--- src/rtl/motor_sequencer_pkg.sv ---
// Shared types, widths and the throttle slew helper for the motor sequencer.
package motor_sequencer_pkg;

    localparam int THR_W   = 8;
    localparam int NUM_MOT = 4;

    typedef enum logic [1:0] {
        ST_DISARMED = 2'd0,
        ST_ARMING   = 2'd1,
        ST_FLY      = 2'd2,
        ST_FAILSAFE = 2'd3
    } seq_state_e;

    // One slew step of value toward target, limited to +/-step.
    // The 9-bit signed difference keeps the result bounded by target,
    // so it can never wrap past 0 or 255.
    function automatic logic [THR_W-1:0] slew_next(
        input logic [THR_W-1:0] value,
        input logic [THR_W-1:0] target,
        input logic [THR_W-1:0] step
    );
        logic signed [THR_W:0] diff;
        logic signed [THR_W:0] stp;
        diff = $signed({1'b0, target}) - $signed({1'b0, value});
        stp  = $signed({1'b0, step});
        if (diff > stp)
            return value + step;
        else if (diff < -stp)
            return value - step;
        else
            return target;
    endfunction

endpackage

--- src/rtl/motor_sequencer_if.sv ---
// Flight-control side commands and motor_controller side drive signals.
interface motor_sequencer_if;
    import motor_sequencer_pkg::*;

    logic             arm_req;
    logic             disarm_req;
    logic             cmd_valid;
    logic [31:0]      cmd_throttle;

    logic             mc_reset;
    logic             mc_start;
    logic             mc_idle;
    logic [THR_W-1:0] throttle1;
    logic [THR_W-1:0] throttle2;
    logic [THR_W-1:0] throttle3;
    logic [THR_W-1:0] throttle4;
    logic [1:0]       seq_state;
    logic             failsafe;

    modport master (
        output arm_req, disarm_req, cmd_valid, cmd_throttle,
        input  mc_reset, mc_start, mc_idle, throttle1, throttle2, throttle3, throttle4,
               seq_state, failsafe
    );

    modport slave (
        input  arm_req, disarm_req, cmd_valid, cmd_throttle,
        output mc_reset, mc_start, mc_idle, throttle1, throttle2, throttle3, throttle4,
               seq_state, failsafe
    );

endinterface

--- src/rtl/motor_sequencer_throttle_slew.sv ---
// One throttle channel: registered value that steps toward its target on each tick.
module motor_sequencer_throttle_slew
    import motor_sequencer_pkg::*;
(
    input  logic             clock,
    input  logic             reset_n,
    input  logic             tick,
    input  logic             clear,
    input  logic [THR_W-1:0] target,
    input  logic [THR_W-1:0] step,
    output logic [THR_W-1:0] value
);

    logic [THR_W-1:0] value_q, value_d;

    // Clear (disarm) beats the slew step so the motor drops to zero at once.
    always_comb begin
        value_d = value_q;
        if (clear)
            value_d = '0;
        else if (tick)
            value_d = slew_next(value_q, target, step);
    end

    // Value register.
    always_ff @(posedge clock or negedge reset_n) begin
        if (!reset_n)
            value_q <= '0;
        else
            value_q <= value_d;
    end

    assign value = value_q;

endmodule

--- src/rtl/motor_sequencer.sv ---
// Motor sequencer: arming, slew-limited throttle tracking, command watchdog
// with failsafe ramp-down, and disarm through the motor_controller reset.
module motor_sequencer
    import motor_sequencer_pkg::*;
#(
    parameter int TICK_DIV   = 50000,
    parameter int ARM_TICKS  = 2000,
    parameter int SLEW_STEP  = 4,
    parameter int WDOG_TICKS = 100
) (
    input  logic              clock,
    input  logic              reset_n,
    motor_sequencer_if.slave  bus
);

    localparam int PW = $clog2(TICK_DIV);
    localparam int AW = $clog2(ARM_TICKS + 1);
    localparam int WW = $clog2(WDOG_TICKS + 1);

    localparam logic [PW-1:0]    PRESC_MAX = PW'(TICK_DIV - 1);
    localparam logic [AW-1:0]    ARM_LAST  = AW'(ARM_TICKS - 1);
    localparam logic [WW-1:0]    WDOG_LAST = WW'(WDOG_TICKS - 1);
    localparam logic [THR_W-1:0] STEP      = THR_W'(SLEW_STEP);

    seq_state_e                        state_q, state_d;
    logic [PW-1:0]                     presc_q, presc_d;
    logic [AW-1:0]                     arm_cnt_q, arm_cnt_d;
    logic [WW-1:0]                     wdog_q, wdog_d;
    // Lane 3 is motor 1 (cmd_throttle[31:24]) down to lane 0 = motor 4.
    logic [NUM_MOT-1:0][THR_W-1:0]     target_q, target_d;
    logic [NUM_MOT-1:0][THR_W-1:0]     thr;
    logic                              failsafe_q, failsafe_d;
    logic                              mc_reset_q, mc_reset_d;
    logic                              mc_start_q, mc_start_d;
    logic                              mc_idle_q, mc_idle_d;

    logic tick, arm_ok, wdog_exp, slew_en, slew_clr;

    assign tick     = (presc_q == PRESC_MAX);
    assign arm_ok   = (state_q == ST_DISARMED) && bus.arm_req && !bus.disarm_req && (target_q == '0);
    assign wdog_exp = (state_q == ST_FLY) && tick && !bus.cmd_valid && (wdog_q == WDOG_LAST);
    assign slew_en  = tick && ((state_q == ST_FLY) || (state_q == ST_FAILSAFE));
    assign slew_clr = (state_d == ST_DISARMED);

    // Next state, counters, targets and registered output drive.
    always_comb begin
        state_d    = state_q;
        arm_cnt_d  = arm_cnt_q;
        failsafe_d = failsafe_q;

        if (bus.disarm_req) begin
            state_d = ST_DISARMED;
        end else begin
            case (state_q)
                ST_DISARMED: if (arm_ok) begin
                    state_d    = ST_ARMING;
                    failsafe_d = 1'b0;
                end
                ST_ARMING: if (tick) begin
                    if (arm_cnt_q == ARM_LAST) state_d = ST_FLY;
                    else                       arm_cnt_d = arm_cnt_q + AW'(1);
                end
                ST_FLY: if (wdog_exp) begin
                    state_d    = ST_FAILSAFE;
                    failsafe_d = 1'b1;
                end
                ST_FAILSAFE: if (thr == '0) state_d = ST_DISARMED;
                default: state_d = ST_DISARMED;
            endcase
        end
        if (state_q != ST_ARMING) arm_cnt_d = '0;

        // Watchdog only runs in FLY; a command always wins over a same-cycle expiry.
        wdog_d = wdog_q;
        if (state_q != ST_FLY || bus.cmd_valid) wdog_d = '0;
        else if (tick)                          wdog_d = wdog_q + WW'(1);

        // Prescaler restarts on every state change so each phase is tick-aligned.
        presc_d = (state_d != state_q || tick) ? '0 : presc_q + PW'(1);

        target_d = target_q;
        if (state_d == ST_FAILSAFE) target_d = '0;
        else if (bus.cmd_valid)     target_d = bus.cmd_throttle;

        mc_reset_d = (state_d == ST_DISARMED);
        mc_start_d = (state_d == ST_ARMING) && (state_q != ST_ARMING);
        mc_idle_d  = (state_d == ST_DISARMED) || (state_d == ST_ARMING);
    end

    // State and control registers.
    always_ff @(posedge clock or negedge reset_n) begin
        if (!reset_n) begin
            state_q    <= ST_DISARMED;
            presc_q    <= '0;
            arm_cnt_q  <= '0;
            wdog_q     <= '0;
            target_q   <= '0;
            failsafe_q <= 1'b0;
            mc_reset_q <= 1'b1;
            mc_start_q <= 1'b0;
            mc_idle_q  <= 1'b1;
        end else begin
            state_q    <= state_d;
            presc_q    <= presc_d;
            arm_cnt_q  <= arm_cnt_d;
            wdog_q     <= wdog_d;
            target_q   <= target_d;
            failsafe_q <= failsafe_d;
            mc_reset_q <= mc_reset_d;
            mc_start_q <= mc_start_d;
            mc_idle_q  <= mc_idle_d;
        end
    end

    for (genvar i = 0; i < NUM_MOT; i++) begin : g_lane
        motor_sequencer_throttle_slew u_throttle_slew (
            .clock   (clock),
            .reset_n (reset_n),
            .tick    (slew_en),
            .clear   (slew_clr),
            .target  (target_q[i]),
            .step    (STEP),
            .value   (thr[i])
        );
    end

    assign bus.mc_reset  = mc_reset_q;
    assign bus.mc_start  = mc_start_q;
    assign bus.mc_idle   = mc_idle_q;
    assign bus.throttle1 = thr[3];
    assign bus.throttle2 = thr[2];
    assign bus.throttle3 = thr[1];
    assign bus.throttle4 = thr[0];
    assign bus.seq_state = state_q;
    assign bus.failsafe  = failsafe_q;

endmodule

--- src/flat_wrapper.sv ---
// flat-port wrapper written by rule: the top's interface ports become plain ports
module motor_sequencer_flat import motor_sequencer_pkg::*;
#(
    parameter int TICK_DIV   = 50000,
    parameter int ARM_TICKS  = 2000,
    parameter int SLEW_STEP  = 4,
    parameter int WDOG_TICKS = 100
)
  (clock, reset_n, bus_arm_req, bus_disarm_req, bus_cmd_valid, bus_cmd_throttle, bus_mc_reset, bus_mc_start, bus_mc_idle, bus_throttle1, bus_throttle2, bus_throttle3, bus_throttle4, bus_seq_state, bus_failsafe);
  motor_sequencer_if bus_i ();
  input  logic clock;
  input  logic reset_n;
  input wire logic [$bits(bus_i.arm_req)-1:0] bus_arm_req;
  input wire logic [$bits(bus_i.disarm_req)-1:0] bus_disarm_req;
  input wire logic [$bits(bus_i.cmd_valid)-1:0] bus_cmd_valid;
  input wire logic [$bits(bus_i.cmd_throttle)-1:0] bus_cmd_throttle;
  output wire logic [$bits(bus_i.mc_reset)-1:0] bus_mc_reset;
  output wire logic [$bits(bus_i.mc_start)-1:0] bus_mc_start;
  output wire logic [$bits(bus_i.mc_idle)-1:0] bus_mc_idle;
  output wire logic [$bits(bus_i.throttle1)-1:0] bus_throttle1;
  output wire logic [$bits(bus_i.throttle2)-1:0] bus_throttle2;
  output wire logic [$bits(bus_i.throttle3)-1:0] bus_throttle3;
  output wire logic [$bits(bus_i.throttle4)-1:0] bus_throttle4;
  output wire logic [$bits(bus_i.seq_state)-1:0] bus_seq_state;
  output wire logic [$bits(bus_i.failsafe)-1:0] bus_failsafe;
  assign bus_i.arm_req = bus_arm_req;
  assign bus_i.disarm_req = bus_disarm_req;
  assign bus_i.cmd_valid = bus_cmd_valid;
  assign bus_i.cmd_throttle = bus_cmd_throttle;
  assign bus_mc_reset = bus_i.mc_reset;
  assign bus_mc_start = bus_i.mc_start;
  assign bus_mc_idle = bus_i.mc_idle;
  assign bus_throttle1 = bus_i.throttle1;
  assign bus_throttle2 = bus_i.throttle2;
  assign bus_throttle3 = bus_i.throttle3;
  assign bus_throttle4 = bus_i.throttle4;
  assign bus_seq_state = bus_i.seq_state;
  assign bus_failsafe = bus_i.failsafe;
  motor_sequencer #(.TICK_DIV(TICK_DIV), .ARM_TICKS(ARM_TICKS), .SLEW_STEP(SLEW_STEP), .WDOG_TICKS(WDOG_TICKS)) u_core (.clock(clock), .reset_n(reset_n), .bus(bus_i));
endmodule
--- config.mk ---
export PLATFORM = sky130hd
export DESIGN_NAME = motor_sequencer_flat
export DESIGN_NICKNAME = d
export VERILOG_FILES = /design/src/rtl/motor_sequencer_pkg.sv /design/src/rtl/motor_sequencer_if.sv /design/src/rtl/motor_sequencer_throttle_slew.sv /design/src/rtl/motor_sequencer.sv /design/src/flat_wrapper.sv
export SDC_FILE = /design/constraint.sdc
export NUM_CORES = 1
export LEC_CHECK = 0
export CAP_MARGIN = 20
export CELL_PAD_IN_SITES_DETAIL_PLACEMENT = 1
export CELL_PAD_IN_SITES_GLOBAL_PLACEMENT = 1
export CORE_ASPECT_RATIO = 0.6
export CORE_MARGIN = 1
export CORE_UTILIZATION = 40
export DETAILED_ROUTE_END_ITERATION = 7
export GPL_TIMING_DRIVEN = 0
export PLACE_DENSITY = 0.75
export SYNTH_ARGS = -nofsm -noshare
export SYNTH_HDL_FRONTEND = slang
export SYNTH_SLANG_ARGS = --single-unit
--- constraint.sdc ---
create_clock -name clock -period 3.4 [get_ports clock]
set_clock_uncertainty 0.15 [all_clocks]
set_input_delay 0.68 -clock clock [delete_from_list [all_inputs] [get_ports clock]]
set_output_delay 0.68 -clock clock [all_outputs]
set_load 0.1 [all_outputs]
==> run_results.csv, run 1 <==
group,metric,value,unit
status,status,"finished, violations left",
status,failed_checks,"setup timing",
global_route,antenna_found_initial,0,
worst_setup_path,cp_max_fo,8,
power,ir_drop,0.000209,V
power,p_leak,3.78,nW
sta,worst_pin_slew,1.00,ns
worst_setup_path,arrival,3.54,ns
placement,placed_cells,1199,
logic_synthesis,synth_area_leaders,"dfrtp_1, ha_1, nor2_1, mux2i_1, nand2_1",
placement,io_buffers,73,
floorplan,die_h,109,µm
logic_synthesis,synth_mux_area_frac,0.0538,
logic_synthesis,yosysTopAreaCellShare,0.334,
final_layout,drive_gt1_frac,0.150,
logic_synthesis,synth_edf_count,0,
power,comb_power_share,0.254,
logic_synthesis,yosys.area_share.simple,0.225,
logic_synthesis,synth-seq-area-share,0.341,
sta,layout_setup_ws,-0.0375,ns
final_layout,syn_to_final_growth,22.5,%
final_layout,post_layout_nonfiller_instances,1226,
power,power_frac_seq,0.436,
logic_synthesis,synth_xor_area_frac,0.0561,
global_route,grt_pass1_vias,7128,
global_route,track_usage,0.259,
placement,hpwl,19100,µm
sta,setup_viol,2,
cts,cts_root_buf,"clkbuf_16",
logic_synthesis,netlist_area,7650,µm²
power,swShare,0.337,
cts,cts_made_buffers,9,
cts,insertion_delay,0.36,ns
worst_setup_path,reg2regPathDepth,12,
route,wl_per_cell,20.6,µm
sta,slew_viol_final,0,
logic_synthesis,synth-compound-area-share,0.189,
logic_synthesis,yosys.area.top_type,"dfrtp_1",
worst_setup_path,worst_ep_required_time,3.51,ns
worst_setup_path,crit_top_cell,"a21o_1",
sta,timing.final.crit_period,3.44,ns
logic_synthesis,synth_top_family_by_area,"simple AND/OR/NAND/NOR gates",
floorplan,core_area,18400,µm²
sta,hold_viol_final,0,
cts,holdBufCountCts,0,
global_route,grt_pass1_wl,39900,µm
route,viasPerCell,5.84,
power,internal_power,2.20,mW
floorplan,start_util,0.416,
final_layout,antenna_cells,0,
global_route,grt_overflow,0,
power,power.switching,1.11,mW
cts,htree_levels,3,
worst_setup_path,crit_chain,"ha_4 -> inv_2 -> fa_2 -> a21o_1 -> a221oi_2 -> xor2_1 -> o2111ai_1 -> a211o_1 -> mux2_4 -> o221ai_2 -> a21oi_1 -> a21o_1",
floorplan,io_pins,75,
sta,period_share,1.01,
worst_setup_path,max_stage_delay,0.48,ns
power,p_per_area,353,nW/µm²
floorplan,num_rows,38,
worst_setup_path,endpoint_kind,"flip-flop",
logic_synthesis,syn_inst,885,
placement,dp_slack,-0.543,ns
power,p_clk_frac,0.309,
logic_synthesis,yosysWarnings,0,
logic_synthesis,syn-num-nets,973,
sta,slew-limit-headroom,0.330,
sta,max_freq,0.291,GHz
sta,rsz0062_at_grt,"true",
global_route,use_met3,0.0461,
logic_synthesis,synth_ff_type,"dfrtp_1",
route,postRouteAntennaNets,0,
logic_synthesis,ys_ff_latch,104,
route,drtIter0Drc,338,
cts,path_clk_slew,0.08,ns
floorplan,die_w,181,µm
route,drc,0,
logic_synthesis,synthDistinctLibCells,84,
floorplan,die_area,19700,µm²
final_layout,layout.nets,1069,
logic_synthesis,synthAdderAreaFrac,0.0874,
logic_synthesis,postSynth.asyncResetShare,1.00,
flow_run,drv_cap,0,
route,totalWireLength,25200,µm
route,vias,7154,
global_route,grt-busiest-layer,"met1",
global_route,grt_util_met1,0.392,
global_route,grt_use_met2,0.383,
cts,cts_tree,"done",
worst_setup_path,crit_type,"flip-flop to flip-flop",
global_route,grt_max_degree,64,
worst_setup_path,cp-start-kind,"flip-flop",
logic_synthesis,avgSynthCellArea,8.64,µm²
worst_setup_path,critical-path-slowest-cell,"dfrtp_4",
worst_hold_path,hold_path_class,"input pin to asynchronous set/reset pin",
cts,clockBufferDepth,2,
placement,place_congestion,0.843,
cts,numClockSinks,104,
sta,setup_tns,-0.0450,ns
route,drt-pass1-iter-count,5,
==> repair_timing <==
action / CTS / global route
resized for setup: 17 / 52
endpoints found under the setup margin: 51 / 54
pin swaps: 4 / 18
buffers inserted: 3 / 20
endpoints found under the hold margin: 0 / 0
==> synth_stat cells (4+ instances only) <==
library cell and n:
nor2_1 118, dfrtp_1 102, nand2_1 64, inv_1 57, ha_1 47, a21oi_1 44
mux2i_1 40, o21ai_0 34, nand3_1 30, clkbuf_1 27, xnor2_1 27, nor3_1 23
xor2_1 22, a31oi_1 15, and3_1 15, nand2b_1 14, a21o_1 12, nand4_1 12
nor4_1 11, o21a_1 10, a211oi_1 9, o221ai_1 8, nor4b_1 7, o211ai_1 7
o21ai_1 7, and2_1 6, nor2b_1 6, a221oi_1 5, buf_2 5, o22ai_1 5
or3_1 5, a22oi_1 4, fa_1 4, nand3b_1 4, o2111a_1 4, o2111ai_1 4
==> cell families (layout without fill, tap and decap cells) <==
family	Yosys count	count (layout)
buf+inv	94	195
xor+xnor	49	49
compound gates	204	204
simple gates	342	342
mux	41	41
flops	104	104
fa+ha+maj	51	51
==> layout make-up <==
class	instances	area [µm²]
inverters	59	224
plain buffers	23	118
multi-input cells	687	4870
well taps	240	300
clock inverters	7	55.1
fillers	2179	9030
flip-flops and latches	104	2650
clock buffers	9	225
repair buffers	97	931
==> critical path, delay by kind of cell (launching register included) <==
kind	cells	cell delay, ns
buffers and inverters	1	0.04
DFF	1	0.48
xor gates and xnor gates	1	0.26
adders and majority gates	2	0.57
AOI/OAI and AO/OA	7	1.45
muxes	1	0.36
==> stage by stage <==
stage	instance area, µm²	hold slack, ns	power, mW	utilization
after floorplan	7690	0.234	1.96	-
after global placement	8720	0.293	2.19	0.474
after detailed placement	8750	0.303	2.22	0.476
after CTS	9090	0.184	3.27	0.494
after global routing	9370	0.214	3.48	0.509
final	9370	0.171	3.31	0.509
==> cells in the final DEF (no fill, tap or decap), drive strengths merged, types with 4 or more instances in the layout <==
| cell | n |
|---|---|
| clkdlybuf4s50 | 71 |
| nor4 | 11 |
| clkbuf | 23 |
| clkinv | 4 |
| inv | 60 |
| a31oi | 15 |
| nand3 | 30 |
| and3 | 15 |
| dfrtp | 102 |
| o2111ai | 4 |
| xnor2 | 27 |
| nor2 | 120 |
| nor3 | 23 |
| nand2b | 15 |
| o21ai | 41 |
| a221oi | 8 |
| a211oi | 10 |
| o2111a | 4 |
| nand3b | 4 |
| nor2b | 6 |
| and2 | 7 |
| nor4b | 7 |
| xor2 | 22 |
| fa | 4 |
| a21oi | 46 |
| nand2 | 66 |
| or3 | 5 |
| o21a | 10 |
| buf | 34 |
| o22ai | 5 |
| a22oi | 4 |
| a21o | 12 |
| mux2i | 40 |
| nand4 | 12 |
| ha | 47 |
| o221ai | 9 |
| o211ai | 7 |
==> flip-flops by register name (all words and copies together), names as in the netlist, 2 cells and up <==
| register | count |
|---|---|
| u_core.bus.seq_state | 2 |
| u_core.wdog_q | 7 |
| u_core.target_q | 32 |
| u_core.arm_cnt_q | 11 |
| u_core.presc_q | 16 |
| u_core.g_lane.u_throttle_slew.value | 32 |
==> final timing paths <==
kind	startpoint	end	slack [ns]
worst max-delay path	u_core.g_lane[2].u_throttle_slew.value[0]	u_core.g_lane[2].u_throttle_slew.value[4]	-0.04
worst min-delay path	reset_n	u_core.arm_cnt_q[7]	0.17
worst max register to register	u_core.g_lane[2].u_throttle_slew.value[0]	u_core.g_lane[2].u_throttle_slew.value[4]	-0.04
worst min register to register	u_core.presc_q[0]	u_core.presc_q[0]	0.32
max in group asynchronous	reset_n	u_core.bus.mc_reset	2.16
min in group clock	u_core.presc_q[0]	u_core.presc_q[0]	0.32
==> power by group through the flow <==
stage	Sequential, mW	Clock, mW	Combinational, mW
2_1_floorplan	1.42	0	0.547
3_3_place_gp	1.46	0	0.731
3_5_place_dp	1.46	0	0.762
4_1_cts	1.44	1.05	0.778
5_1_grt	1.45	1.09	0.936
6_report	1.44	1.02	0.841
==> routing by layer <==
| layer | vias up | part of all wire |
|---|---|---|
| li1 | 3381 | - |
| met1 | 3587 | 0.52 |
| met2 | 162 | 0.42 |
| met3 | 24 | 0.051 |
| met4 | 0 | 0.0091 |
| met5 | - | 0 |
No activity file was read; power rests on OpenSTA's default activity.
==> run 2, diff against run 1 <==
--- a/config.mk
+++ b/config.mk
@@ -11,6 +11,7 @@
 export CORE_ASPECT_RATIO = 0.6
 export CORE_MARGIN = 1
 export CORE_UTILIZATION = 40
+export CTS_CLUSTER_DIAMETER = 60
 export DETAILED_ROUTE_END_ITERATION = 7
 export GPL_TIMING_DRIVEN = 0
 export PLACE_DENSITY = 0.75
==> results of run 2 <==
No change in the layout: final DEF, timing and power equal those of run 1.
==> run 3, diff against run 2 <==
--- a/config.mk
+++ b/config.mk
@@ -15,6 +15,7 @@
 export DETAILED_ROUTE_END_ITERATION = 7
 export GPL_TIMING_DRIVEN = 0
 export PLACE_DENSITY = 0.75
+export REMOVE_ABC_BUFFERS = 1
 export SYNTH_ARGS = -nofsm -noshare
 export SYNTH_HDL_FRONTEND = slang
 export SYNTH_SLANG_ARGS = --single-unit
==> run_results.csv, run 3 (synthesized netlist as in run 1, its figures left out) <==
group,metric,value,unit
placement,place_area,8590,µm²
route,postRouteAntennaNets,0,
sta,setup_tns,-0.0185,ns
worst_setup_path,arrival,3.53,ns
placement,hpwl,18000,µm
route,viasPerCell,5.97,
route,drtIter0Drc,553,
cts,numClockSinks,104,
power,p_per_area,372,nW/µm²
cts,htree_levels,3,
sta,hold_viol_final,0,
floorplan,core_area,18400,µm²
power,comb_power_share,0.249,
route,top_layer_used,"met4",
worst_setup_path,endpoint_kind,"flip-flop",
cts,cts_tree,"done",
global_route,antenna_found_initial,0,
power,p_clk_frac,0.340,
sta,timing.final.crit_period,3.42,ns
cts,holdBufCountCts,0,
worst_setup_path,worst_ep_required_time,3.51,ns
sta,timing.hold.ws,0.259,ns
final_layout,syn_to_final_growth,23.4,%
global_route,grt_max_degree,60,
route,vias,7183,
floorplan,die_w,181,µm
power,p_leak,3.78,nW
worst_hold_path,hold_path_class,"input pin to asynchronous set/reset pin",
power,power.switching,1.13,mW
global_route,track_usage,0.263,
route,met3RoutedLength,1160,µm
power,swShare,0.322,
cts,cts_made_buffers,9,
route,wl_per_cell,21.0,µm
worst_setup_path,crit_type,"flip-flop to flip-flop",
status,failed_checks,"setup timing",
floorplan,io_pins,75,
sta,layout_setup_ws,-0.0185,ns
sta,rsz0062_at_grt,"true",
placement,io_buffers,74,
route,route.met2.wl,11200,µm
sta,period_share,1.01,
worst_setup_path,cp_max_fo,8,
global_route,grt_overflow,0,
floorplan,die_area,19700,µm²
cts,clockBufferDepth,2,
placement,dp_slack,-0.734,ns
sta,slew_viol_final,0,
power,ir_drop,0.000262,V
floorplan,start_util,0.416,
route,totalWireLength,25200,µm
cts,insertion_delay,0.36,ns
sta,max_freq,0.293,GHz
cts,cts_root_buf,"clkbuf_16",
final_layout,layout.nets,1046,
global_route,grt_pass1_vias,7181,
global_route,grt_pass1_wl,40200,µm
flow_run,drv_cap,0,
worst_setup_path,cp-start-kind,"flip-flop",
final_layout,final_cell_area,9440,µm²
sta,setup_viol,1,
placement,place_congestion,0.879,
final_layout,antenna_cells,0,
route,drt-pass1-iter-count,5,
power,total_power,3.52,mW
power,power_frac_seq,0.411,
status,status,"finished, violations left",
floorplan,die_h,109,µm
final_layout,layout_common_cells,"nor2_1, dfrtp_1, clkdlybuf4s50_1, nand2_1, inv_1",
route,met1_length,12600,µm
route,drc,0,
cts,path_clk_slew,0.08,ns
sta,worst_pin_slew,1.02,ns
power,internal_power,2.38,mW
sta,slew-limit-headroom,0.317,
floorplan,num_rows,38,
final_layout,drive_gt1_frac,0.135,
final_layout,final_common_cell,"nor2_1",
[run 3: critical path, cell delays in order (launching register included)]
cell and delay (ns):
dfrtp_1 0.49, inv_1 0.17, ha_2 0.37, and2_1 0.21, or4b_2 0.64, a21oi_1 0.25
nand4_1 0.21, mux2_4 0.40, o221ai_4 0.21, a21oi_2 0.05, a21o_1 0.15
[run 3: metrics by stage]
stage	std cells	util
floorplan	850	-
global placement	1164	0.464
detailed placement	1166	0.467
CTS	1190	0.495
global route	1203	0.513
finish	1203	0.513
[run 3: repair_timing]
item                                   CTS  global route
cloned                                   1             0
pin swaps                                7            16
gates resized for setup                 27            57
setup endpoints to repair               72            48
buffers inserted                         7            13
endpoints found under the hold margin    0             0
[run 3: worst paths after layout]
| check | startpoint | to | slack (ns) | cells past startpoint |
|---|---|---|---|---|
| max | u_core.g_lane[2].u_throttle_slew.value[3] | u_core.g_lane[2].u_throttle_slew.value[4] | -0.02 | 10 |
| min | reset_n | u_core.arm_cnt_q[5] | 0.26 | 1 |
| max reg2reg | u_core.g_lane[2].u_throttle_slew.value[3] | u_core.g_lane[2].u_throttle_slew.value[4] | -0.02 | 10 |
| max in group asynchronous | reset_n | u_core.bus.mc_idle | 2.09 | 2 |
| min reg2reg | u_core.presc_q[0] | u_core.presc_q[0] | 0.32 | 1 |
| min in group clock | u_core.presc_q[0] | u_core.presc_q[0] | 0.32 | 1 |
[run 3: metal layers]
| metal | GRT usage | up-vias |
|---|---|---|
| met5 | 0 | - |
| met4 | 0.0409 | 0 |
| met3 | 0.0471 | 26 |
| met2 | 0.403 | 177 |
| met1 | 0.389 | 3644 |
| li1 | - | 3336 |
[run 3: final cells by class]
cell class / instances / area, µm²
Tap cell: 240 / 300
Fill cell: 2127 / 8960
Clock inverter: 6 / 97.6
Timing Repair Buffer: 96 / 930
Sequential cell: 104 / 2620
Inverter: 59 / 224
Multi-Input combinational cell: 688 / 5030
Clock buffer: 10 / 239
[run 3: power groups by stage]
stage	clock, mW	sequential (mW)	combinational [mW]
global route	1.26	1.46	0.975
CTS	1.22	1.44	0.801
global placement	0	1.46	0.728
detailed placement	0	1.46	0.758
floorplan	0	1.42	0.532
finish	1.20	1.44	0.876
